## config.mk

```make
export PLATFORM = sky130hd
export DESIGN_NAME = input_conditioner
export DESIGN_NICKNAME = d
export VERILOG_FILES = /design/src/rtl/cosmic_input_pkg.sv /design/src/rtl/debounce_channel.sv /design/src/rtl/input_conditioner.sv
export SDC_FILE = /design/constraint.sdc
export NUM_CORES = 1
export LEC_CHECK = 0
export ABC_CLOCK_PERIOD_IN_PS = 3250
export CORE_ASPECT_RATIO = 0.8
export CORE_MARGIN = 10
export CORE_UTILIZATION = 60
export DETAILED_ROUTE_END_ITERATION = 8
export PLACE_DENSITY = 0.77
export SETUP_SLACK_MARGIN = 0.4
export SYNTH_ARGS = -nofsm -noshare
export SYNTH_HDL_FRONTEND = slang
export SYNTH_SLANG_ARGS = --single-unit
```

## constraint.sdc

```tcl
create_clock -name clk -period 3.25 [get_ports clk]
set_clock_uncertainty 0.15 [all_clocks]
set_input_delay 0.325 -clock clk [delete_from_list [all_inputs] [get_ports clk]]
set_output_delay 0.325 -clock clk [all_outputs]
set_load 0.005 [all_outputs]
```

## src/rtl/cosmic_input_pkg.sv

```systemverilog
// Shared constants and types for the keyboard input conditioning front end.
package cosmic_input_pkg;

    localparam int BTN_CONFIRM = 0;
    localparam int BTN_NEXT    = 1;
    localparam int BTN_PREV    = 2;
    localparam int SW_ADJ      = 3;

    localparam int DEF_DEBOUNCE_CYCLES = 2_000_000;
    localparam int DEF_HOLD_CYCLES     = 50_000_000;
    localparam int DEF_REPEAT_CYCLES   = 20_000_000;

    typedef enum logic [1:0] {
        IDLE,
        HOLD,
        REPEAT
    } rep_state_t;

    function automatic int max_int(input int a, input int b);
        return (a > b) ? a : b;
    endfunction

endpackage

```

## src/rtl/debounce_channel.sv

```systemverilog
// One input channel: two-flop synchroniser, stability counter, debounced level and press strobe.
module debounce_channel
    import cosmic_input_pkg::*;
#(
    parameter int DEBOUNCE_CYCLES = DEF_DEBOUNCE_CYCLES
) (
    input  logic clk,
    input  logic reset,
    input  logic raw,
    output logic level,
    output logic rise,
    output logic level_nxt,
    output logic rise_nxt
);

    localparam int CW = $clog2(DEBOUNCE_CYCLES + 1);
    localparam logic [CW-1:0] CNT_LAST = CW'(DEBOUNCE_CYCLES - 1);

    logic          s1;
    logic          s2;
    logic [CW-1:0] cnt;
    logic [CW-1:0] cnt_nxt;

    // Next-state values are exported so the top can register pulses aligned with level.
    always_comb begin
        level_nxt = level;
        rise_nxt  = 1'b0;
        cnt_nxt   = '0;
        if (s2 != level) begin
            if (cnt == CNT_LAST) begin
                level_nxt = s2;
                rise_nxt  = s2;
            end else begin
                cnt_nxt = cnt + CW'(1);
            end
        end
    end

    always_ff @(posedge clk or negedge reset) begin
        if (!reset) begin
            s1    <= 1'b0;
            s2    <= 1'b0;
            cnt   <= '0;
            level <= 1'b0;
            rise  <= 1'b0;
        end else begin
            s1    <= raw;
            s2    <= s1;
            cnt   <= cnt_nxt;
            level <= level_nxt;
            rise  <= rise_nxt;
        end
    end

endmodule

```

## src/rtl/input_conditioner.sv

```systemverilog
// Debounces all board inputs and generates confirm/next/prev press pulses with
// auto-repeat on next/prev; simultaneous next+prev is treated as no command.
module input_conditioner
    import cosmic_input_pkg::*;
#(
    parameter int DEBOUNCE_CYCLES = DEF_DEBOUNCE_CYCLES,
    parameter int HOLD_CYCLES     = DEF_HOLD_CYCLES,
    parameter int REPEAT_CYCLES   = DEF_REPEAT_CYCLES
) (
    input  logic       clk,
    input  logic       reset,
    input  logic [6:0] key_raw,
    input  logic [1:0] octave_raw,
    input  logic [2:0] btn_raw,
    input  logic [3:0] sw_raw,
    output logic [6:0] key_level,
    output logic [1:0] octave_level,
    output logic [3:0] sw_level,
    output logic [2:0] btn_level,
    output logic       confirm_pulse,
    output logic       next_pulse,
    output logic       prev_pulse
);

    localparam int NCH      = 16;
    localparam int BTN_BASE = 9;
    localparam int SW_BASE  = 12;
    localparam int RMAX     = max_int(HOLD_CYCLES, REPEAT_CYCLES);
    localparam int RW       = (RMAX > 1) ? $clog2(RMAX) : 1;
    localparam logic [RW-1:0] HOLD_LAST = RW'(HOLD_CYCLES - 1);
    localparam logic [RW-1:0] REP_LAST  = RW'(REPEAT_CYCLES - 1);

    logic [NCH-1:0] raw_all;
    logic [NCH-1:0] lvl;
    logic [NCH-1:0] rise;
    logic [NCH-1:0] lvl_nxt;
    logic [NCH-1:0] rise_nxt;

    assign raw_all = {sw_raw, btn_raw, octave_raw, key_raw};

    for (genvar g = 0; g < NCH; g++) begin : g_ch
        debounce_channel #(
            .DEBOUNCE_CYCLES(DEBOUNCE_CYCLES)
        ) u_ch (
            .clk      (clk),
            .reset    (reset),
            .raw      (raw_all[g]),
            .level    (lvl[g]),
            .rise     (rise[g]),
            .level_nxt(lvl_nxt[g]),
            .rise_nxt (rise_nxt[g])
        );
    end

    assign key_level     = lvl[6:0];
    assign octave_level  = lvl[8:7];
    assign btn_level     = lvl[BTN_BASE+2:BTN_BASE];
    assign sw_level      = {lvl[SW_BASE+SW_ADJ], lvl[SW_BASE+2:SW_BASE]};
    assign confirm_pulse = rise[BTN_BASE+BTN_CONFIRM];

    logic unused_ok;
    assign unused_ok = ^{rise, rise_nxt, lvl_nxt};

    // Index 0 = next, 1 = prev. Decisions use next-cycle levels so pulses line up with level.
    logic [1:0]    b_lvl;
    logic [1:0]    b_rise;
    logic          conflict;
    rep_state_t    state [2];
    logic [RW-1:0] rcnt  [2];
    logic [1:0]    rep_pulse;

    assign b_lvl    = {lvl_nxt[BTN_BASE+BTN_PREV], lvl_nxt[BTN_BASE+BTN_NEXT]};
    assign b_rise   = {rise_nxt[BTN_BASE+BTN_PREV], rise_nxt[BTN_BASE+BTN_NEXT]};
    assign conflict = b_lvl[0] & b_lvl[1];

    always_ff @(posedge clk or negedge reset) begin
        if (!reset) begin
            for (int i = 0; i < 2; i++) begin
                state[i] <= IDLE;
                rcnt[i]  <= '0;
            end
            rep_pulse <= '0;
        end else begin
            for (int i = 0; i < 2; i++) begin
                rep_pulse[i] <= 1'b0;
                if (conflict) begin
                    state[i] <= IDLE;
                    rcnt[i]  <= '0;
                end else begin
                    case (state[i])
                        IDLE: begin
                            if (b_rise[i]) begin
                                rep_pulse[i] <= 1'b1;
                                state[i]     <= HOLD;
                                rcnt[i]      <= '0;
                            end
                        end
                        HOLD: begin
                            if (!b_lvl[i]) begin
                                state[i] <= IDLE;
                            end else if (rcnt[i] == HOLD_LAST) begin
                                rep_pulse[i] <= 1'b1;
                                state[i]     <= REPEAT;
                                rcnt[i]      <= '0;
                            end else begin
                                rcnt[i] <= rcnt[i] + RW'(1);
                            end
                        end
                        REPEAT: begin
                            if (!b_lvl[i]) begin
                                state[i] <= IDLE;
                            end else if (rcnt[i] == REP_LAST) begin
                                rep_pulse[i] <= 1'b1;
                                rcnt[i]      <= '0;
                            end else begin
                                rcnt[i] <= rcnt[i] + RW'(1);
                            end
                        end
                        default: state[i] <= IDLE;
                    endcase
                end
            end
        end
    end

    assign next_pulse = rep_pulse[0];
    assign prev_pulse = rep_pulse[1];

endmodule

```

==> results of run 1 <==
==> synthesized netlist by cell type (10+ instances only) <==
master,count
nand2_1,170
clkbuf_1,56
a21oi_1,29
inv_1,70
nand3_1,160
a211oi_1,11
nor4b_1,20
o31ai_1,10
nand4_1,78
ha_1,29
xnor2_1,122
and2_1,22
dfrtp_1,443
nor4_1,47
or2_2,16
nor3_1,38
xor2_1,180
or3_1,25
nor2_1,396
and3_1,44
and4_1,22
nor2b_1,10
o211ai_1,21
a32oi_1,20
a31oi_1,12
o21ai_1,24
buf_4,17
o21ai_0,23
mux2_2,15
==> registers in the layout, indices dropped and copies added, names as in the netlist <==
register,flops
state,4
rep_pulse,2
rcnt,52
g_ch.u_ch.s1,16
g_ch.u_ch.s2,16
g_ch.u_ch.cnt,336
g_ch.u_ch.rise,1
g_ch.u_ch.level,16
==> critical path: stages, from the launching register on <==
cell,delay (ns)
dfrtp_2,0.47
or4b_1,0.51
or4_4,0.52
o41ai_4,0.37
a21boi_2,0.18
and3_1,0.24
mux2_2,0.26
==> per-stage QoR <==
stage	total power [uW]	worst slack, ns	instance area (um^2)	cells
final	11300	0.439	24200	2783
after global routing	11700	0.369	24200	2783
after CTS	11500	0.407	24100	2776
after detailed placement	6060	0.323	22500	2692
after global placement	6050	0.371	22500	2692
after floorplan	5880	0.458	21700	2234
==> cell families after synthesis <==
family	count (synthesis)
and+or+nand+nor	1093
DFF	443
xor gates and xnor gates	302
AOI/OAI and AO/OA	196
buffers and inverters	152
adders and majority gates	29
muxes	19
==> worst max-delay path by stage <==
stage	slack [ns]	end	cells after the start
after floorplan	0.46	rcnt[22]	8
after global placement	0.37	rcnt[21]	7
after detailed placement	0.32	rcnt[17]	7
after CTS	0.41	rcnt[21]	7
after global routing	0.37	rcnt[27]	6
final	0.44	rcnt[27]	6
==> layer usage <==
metal	GRT usage (%)	vias to the layer above	part of all wire, %
met1	27.9	7776	49
met4	4.99	0	1.9
met3	3.04	63	4.3
met5	0	-	0
li1	-	7791	-
met2	29.8	338	45
==> power by group through the flow <==
stage / Clock (uW) / Sequential (uW) / Combinational [uW]
2_1_floorplan: 0 / 5730 / 145
5_1_grt: 5720 / 5650 / 366
6_report: 5360 / 5640 / 310
3_3_place_gp: 0 / 5740 / 312
4_1_cts: 5500 / 5640 / 324
3_5_place_dp: 0 / 5740 / 320
==> repair_timing <==
action / 4_1_cts / 5_1_grt
pin swaps: 2 / 6
setup buffers: 1 / 6
endpoints found under the hold margin: 81 / 0
endpoints found under the setup margin: 42 / 48
gates cloned: 1 / 1
hold buffers: 1 / 0
gates resized for setup: 3 / 12
==> layout make-up <==
cell class                      count  area (um^2)
Multi-Input combinational cell   1640         9990
Sequential cell                   443        11100
Clock inverter                     11          130
Clock buffer                       70         1430
Timing Repair Buffer               69          703
Inverter                           70          263
Tap cell                          480          601
Fill cell                        2680        11600
==> cell usage in the layout (no fill, tap or decap), types with 24 or more instances in the layout <==
cell,n
dfrtp_1,438
nor2_1,396
xor2_1,180
nand2_1,170
nand3_1,160
xnor2_1,122
nand4_1,78
inv_1,70
clkbuf_16,50
nor4_1,46
and3_1,43
nor3_1,38
clkdlybuf4s50_1,35
a21oi_1,29
ha_1,29
or3_1,25
o21ai_1,25
buf_4,24
==> flow_summary.yaml, run 1 <==
worst_hold_path:
  worstHoldStart: "btn_raw[2]"
  hp-class: "input port to flop"
  hold_path_depth: 1
  whs_endpoint: "g_ch[11].u_ch.s1"
sta:
  fin_crit_sh_pct: 86.5
  maxSlewViolCount: 0
  rsz0062_at_grt: "yes"
  period_needed_ns: 2.81
  tns_ns: 0
  setup_viol: 0
  worst_hold_slack_ns: 0.0580
  hold_viol_final: 0
  tightest_slew_ns: 0.884
  fmax_mhz: 356
  slew_headroom_pct: 40.5
synthesis:
  avgSynthCellArea_um2: 9.70
  syn_nets: 2281
  yosys-mux-area-fraction_pct: 0.970
  synth_xor_area_share_pct: 12.2
  synthCells: 2234
  ys_seq_area_share_pct: 51.2
  synth_fa_ha_area_share_pct: 1.67
  synthFlopType: "dfrtp_1"
  yosysTopAreaCellShare_pct: 51.2
  ys_seq_elements: 443
  synth_area_mm2: 0.0217
  ys_types: 66
  yosys_warnings: 0
  synthTopCellsByArea: "dfrtp_1 (51%), xor2_1 (7.3%), nor2_1 (6.9%)"
  synth_top_family_by_area: "simple AND/OR/NAND/NOR gates"
  synth-simple-area-share_pct: 24.8
  async_flop_share_pct: 100
  synth_compound_area_share_pct: 6.18
  synth_edf_count: 0
  yosys.area.top_type: "dfrtp_1"
pwr:
  p_per_area_mw_per_mm2: 467
  p_leak_uw: 0.0100
  irDropWorstVdd_v: 0.000504
  p_int_uw: 8920
  switching_share_pct: 21.2
  pwr-share-comb_pct: 2.7
  clkPwrFrac_pct: 47.4
  seqPwrFrac_pct: 49.9
  p_sw_uw: 2390
critical_path:
  startpoint_type: "flop"
  critPathRequiredTime_ns: 3.53
  worst-path-max-fanout: 8
  crit_path_start: "rcnt[43]"
  worstSetupEndpointType: "flop"
  worstRegToRegCells: 6
  arrival_ns: 3.09
  critPathKind: "flop to flop"
  r2r-end: "rcnt[27]"
  ff2ff_setup_slack_ns: 0.44
  rr_startpoint: "rcnt[43]"
die:
  die_y_um: 190
  start_util_pct: 60.6
  io_pins: 37
  die_w_um: 232
  core_area_mm2: 0.0358
  die-area_mm2: 0.0442
  num_rows: 62
route:
  viasPerCell: 5.74
  drtIter0Drc: 1334
  first_pass_iters: 6
  drc: 0
  vias: 15968
  routed_wl_mm: 41.9
  ant_nets: 0
  wl_per_cell_um: 15.1
layout:
  num_antenna_cells: 0
  nets: 2317
  postLayoutCoreUtil_pct: 67.7
  drive_gt1_share_pct: 6.82
  syn_to_final_growth_pct: 11.7
cts:
  cts.reportedPaths.clkPinSlew_ns: 0.06
  cts_tree: "built"
  cts_num_sinks: 443
  cts_root_buf: "clkbuf_16"
  clock_path_buffers: 3
  insertion_delay_ns: 0.55
  htreeDepth: 2
  cts_made_buffers: 46
global_routing:
  grt_use_total_pct: 19.3
  grt_pass1_wl_mm: 74.1
  antenna_found_initial: 0
  grt.overflow.total: 0
  grt_pass1_vias: 15777
  grt_max_degree: 89
place:
  post-dp-hpwl_mm: 27.1
  io_buffers: 36
  gp_congestion: 0.901
status:
  status: "finished clean"
run:
  cap_viol_max_count: 0
Note: power is estimated with default switching activity, not from simulation.
==> run 2, diff against run 1 <==
CORE_UTILIZATION = 58   (was 60)
PLACE_DENSITY = 0.75   (was 0.77)
==> flow_summary.yaml, run 2 (synthesized netlist as in run 1, its figures left out) <==
status:
  status: "finished clean"
global_routing:
  grtUsageMet1_pct: 26.1
  use_met3_pct: 3.20
  grt.overflow.total: 0
  grt_pass1_vias: 15719
  grtUsageMet2_pct: 29.8
  grt_pass1_wl_mm: 73.6
  grt_use_total_pct: 18.6
  gr-max-usage-layer: "met2"
  antenna_found_initial: 0
  grt_max_degree: 86
pwr:
  p_per_area_mw_per_mm2: 467
  switching_share_pct: 21.7
  finalPower_uw: 11400
  clkPwrFrac_pct: 47.6
  p_leak_uw: 0.0101
  p_sw_uw: 2470
  seqPwrFrac_pct: 49.6
  pwr-share-comb_pct: 2.8
  p_int_uw: 8920
  irDropWorstVdd_v: 0.000410
layout:
  nets: 2318
  layout_common_cells: "dfrtp_1 (438), nor2_1 (395), xor2_1 (180)"
  regMostFlops: "g_ch.u_ch.cnt"
  num_antenna_cells: 0
  drive_gt1_share_pct: 7.64
  syn_to_final_growth_pct: 12.5
  final_common_cell: "dfrtp_1"
  instances_no_fill: 2790
  top_regs: "g_ch.u_ch.cnt (336), rcnt (52)"
  largest_reg_flops: 336
cts:
  cts_root_buf: "clkbuf_16"
  cts_num_sinks: 443
  cts.reportedPaths.clkPinSlew_ns: 0.06
  cts_tree: "built"
  cts_made_buffers: 45
  htreeDepth: 2
  clock_path_buffers: 3
  insertion_delay_ns: 0.56
sta:
  rsz0062_at_grt: "yes"
  setup_viol: 0
  fin_crit_sh_pct: 86.3
  hold_viol_final: 0
  tightest_slew_ns: 0.903
  tns_ns: 0
  slew_headroom_pct: 39.2
  fmax_mhz: 356
  worst_hold_slack_ns: 0.0421
  period_needed_ns: 2.81
  maxSlewViolCount: 0
die:
  io_pins: 37
  die-area_mm2: 0.0455
  num_rows: 63
  core_area_mm2: 0.0370
  start_util_pct: 58.6
  die_w_um: 236
  die_y_um: 193
route:
  ant_nets: 0
  vias: 16042
  viasPerCell: 5.75
  routed_wl_mm: 42.8
  first_pass_iters: 5
  drc: 0
  wl_per_cell_um: 15.3
  drtIter0Drc: 1320
critical_path:
  arrival_ns: 3.10
  worstSetupEndpointType: "flop"
  startpoint_type: "flop"
  critPathKind: "flop to flop"
  worst_path_largest_cell_delay_ns: 0.54
  critPathRequiredTime_ns: 3.54
  cpMaxStageDelayCell: "or4b_1"
  worst-path-max-fanout: 7
  cp_cell_sequence: "or4b_1 -> or4_1 -> o31a_1 -> o21a_4 -> nand3_4 -> clkbuf_16 -> o21ai_1"
worst_hold_path:
  hp-class: "input port to flop"
run:
  cap_viol_max_count: 0
place:
  post-dp-hpwl_mm: 27.4
  io_buffers: 36
  gp_congestion: 0.888
  place_inst: 2698
## run 2: path summary, 6_finish.rpt
| path | startpoint | slack [ns] | to | depth (start not counted) |
|---|---|---|---|---|
| max in group asynchronous | reset | 1.84 | rcnt[16] | 3 |
| min reg2reg | g_ch[5].u_ch.s1 | 0.20 | g_ch[5].u_ch.s2 | 0 |
| min | sw_raw[2] | 0.04 | g_ch[14].u_ch.s1 | 1 |
| max | rcnt[11] | 0.44 | rcnt[12] | 7 |
| min in group asynchronous | reset | 0.21 | g_ch[12].u_ch.cnt[3] | 2 |
| max reg2reg | rcnt[11] | 0.44 | rcnt[12] | 7 |
## run 2: metal layers
layer	vias up	share of wire (%)
met3	61	4.9
met5	-	0.070
met1	7838	48
li1	7798	-
met2	343	45
met4	2	1.6
## run 2: layout make-up
type	count	area [um^2]
clock inverters	20	317
multi-input cells	1641	10100
clock buffers	59	1230
well taps	487	609
fillers	2789	12600
inverters	70	263
flip-flops and latches	443	11100
repair buffers	70	751
## run 2: critical path, delay by kind of cell (launching register included)
| family | cells | cell delay (ns) |
|---|---|---|
| AO/OA/AOI/OAI | 3 | 0.67 |
| AND/OR/NAND/NOR | 3 | 1.23 |
| buffers and inverters | 1 | 0.18 |
| flip-flops | 1 | 0.46 |
## run 2: power groups by stage
stage	clock [uW]	sequential (uW)	combinational, uW
final	5420	5650	316
after global placement	0	5740	317
after floorplan	0	5730	145
after global routing	5790	5650	372
after CTS	5550	5640	330
after detailed placement	0	5750	325
## run 2: stage by stage
stage               instance area, um^2  worst slack [ns]  util (%)
floorplan                         21700             0.458         -
global placement                  22500             0.402      60.9
detailed placement                22500             0.319      60.9
CTS                               24100             0.417      65.3
global route                      24400             0.345      65.9
finish                            24400             0.444      65.9
## run 2: repair_timing
item	4_1_cts	5_1_grt
hold buffers	1	0
endpoints found under the hold margin	77	0
endpoints found under the setup margin	28	49
gates cloned	2	4
pin swaps	1	6
buffers inserted	0	6
gates resized for setup	5	29
==> run 3, diff against run 2 <==
HOLD_SLACK_MARGIN = 0.15   (was not set)
==> flow_summary.yaml, run 3 (synthesized netlist as in run 1, its figures left out) <==
cts:
  insertion_delay_ns: 0.56
  cts_tree: "built"
  cts.reportedPaths.clkPinSlew_ns: 0.07
  cts_num_sinks: 443
  clock_path_buffers: 3
  htreeDepth: 2
  cts_made_buffers: 45
  cts_root_buf: "clkbuf_16"
die:
  start_util_pct: 58.6
  die-area_mm2: 0.0455
  die_w_um: 236
  io_pins: 37
  num_rows: 63
  core_area_mm2: 0.0370
  die_y_um: 193
critical_path:
  startpoint_type: "flop"
  worstSetupEndpointType: "flop"
  ff2ff_setup_slack_ns: 0.44
  critPathKind: "flop to flop"
  critPathRequiredTime_ns: 3.54
  arrival_ns: 3.10
  worst-path-max-fanout: 6
global_routing:
  antenna_found_initial: 0
  grt_use_total_pct: 18.7
  grt.overflow.total: 0
  grt_max_degree: 86
  grt_pass1_vias: 15717
  grt_pass1_wl_mm: 73.9
sta:
  tns_ns: 0
  fin_crit_sh_pct: 86.4
  period_needed_ns: 2.81
  maxSlewViolCount: 0
  hold_viol_final: 0
  fmax_mhz: 356
  tightest_slew_ns: 0.856
  rsz0062_at_grt: "yes"
  slew_headroom_pct: 42.4
  setup_slack_ns: 0.443
  setup_viol: 0
place:
  place_inst: 2698
  gp_congestion: 0.888
  io_buffers: 36
  pre_cts_slack_ns: 0.319
  place_area_mm2: 0.0225
  post-dp-hpwl_mm: 27.4
route:
  viasPerCell: 5.76
  wl_per_cell_um: 15.3
  routed_wl_mm: 43.0
  drc: 0
  first_pass_iters: 6
  drtIter0Drc: 1383
  ant_nets: 0
  vias: 16168
pwr:
  p_per_area_mw_per_mm2: 465
  irDropWorstVdd_v: 0.000413
  p_leak_uw: 0.0102
status:
  status: "finished clean"
layout:
  layout_common_cells: "dfrtp_1 (438), nor2_1 (395), xor2_1 (180)"
  syn_to_final_growth_pct: 13.2
  register_area_mm2: 0.0111
  top_regs: "g_ch.u_ch.cnt (336), rcnt (52)"
  instances_no_fill: 2806
  largest_reg_flops: 336
  drive_gt1_share_pct: 7.55
  fin_area_mm2: 0.0245
  final_common_cell: "dfrtp_1"
  postLayoutCoreUtil_pct: 66.3
  nets: 2334
  nFillCells: 2776
  regMostFlops: "g_ch.u_ch.cnt"
  multi_input_area_mm2: 0.0101
  num_antenna_cells: 0
run:
  cap_viol_max_count: 0
worst_hold_path:
  hp-class: "input port to asynchronous set/reset pin"
[run 3: cell types whose count changed in the layout (fill, tap and decap cells not counted)]
cell and change:
buf_6 +1, dlygate4sd3_1 +16, o31ai_4 -1, a32oi_1 +1
buf_4 -1, a32oi_2 -1, o31ai_2 +1
[run 3: final cells by class]
type / count / share of cell area, %
inverter: 70 / 1.07
clock buffer: 59 / 5.01
clock inverter: 20 / 1.29
timing repair buffer: 86 / 3.73
sequential: 443 / 45.2
tap: 487 / 2.48
multi-input combinational: 1641 / 41.2
[run 3: what timing repair did]
| action | in CTS | in global routing |
|---|---|---|
| cloned | 2 | 4 |
| hold buffers | 17 | 0 |
| endpoints found under the setup margin | 28 | 49 |
| hold endpoints to repair | 141 | 0 |
| resized for setup | 5 | 28 |
| buffers inserted | 0 | 6 |
| pin swaps | 1 | 6 |
[run 3: critical path, stage by stage, from the launching register on]
cell and delay [ns]:
dfrtp_1 0.39, or4b_1 0.50, or4_1 0.41, o41a_1 0.52
o21a_4 0.30, nand3_4 0.16, clkbuf_16 0.19, o31ai_2 0.06
[run 3: path summary, 6_finish.rpt]
path	startpoint	end	cells past startpoint
min reg2reg	g_ch[5].u_ch.s1	g_ch[5].u_ch.s2	0
max	rcnt[25]	rcnt[5]	7
min in group clk	g_ch[5].u_ch.s1	g_ch[5].u_ch.s2	0
max reg2reg	rcnt[25]	rcnt[5]	7
max in group asynchronous	reset	rcnt[16]	3
min	reset	g_ch[12].u_ch.cnt[3]	2
[run 3: per-layer routing]
layer	up-vias	GRT usage (%)	share of wire [%]
met5	-	0.540	0.070
met4	2	4.26	1.5
met3	61	3.22	5.0
met2	345	29.8	45
met1	7926	26.3	48
li1	7834	-	-
[run 3: power breakdown]
part	total [uW]	leakage (uW)	switching, uW	internal [uW]
clock	5430	0.000761	2190	3240
combinational	332	0.00334	225	107
sequential	5650	0.00607	61.5	5580
total	11400	0.0102	2470	8930
[run 3: per-stage QoR]
stage / hold WS [ns] / total power [uW]
floorplan: -0.121 / 5880
global placement: 0.183 / 6060
detailed placement: 0.185 / 6070
CTS: 0.198 / 11500
global route: 0.202 / 11800
finish: 0.192 / 11400
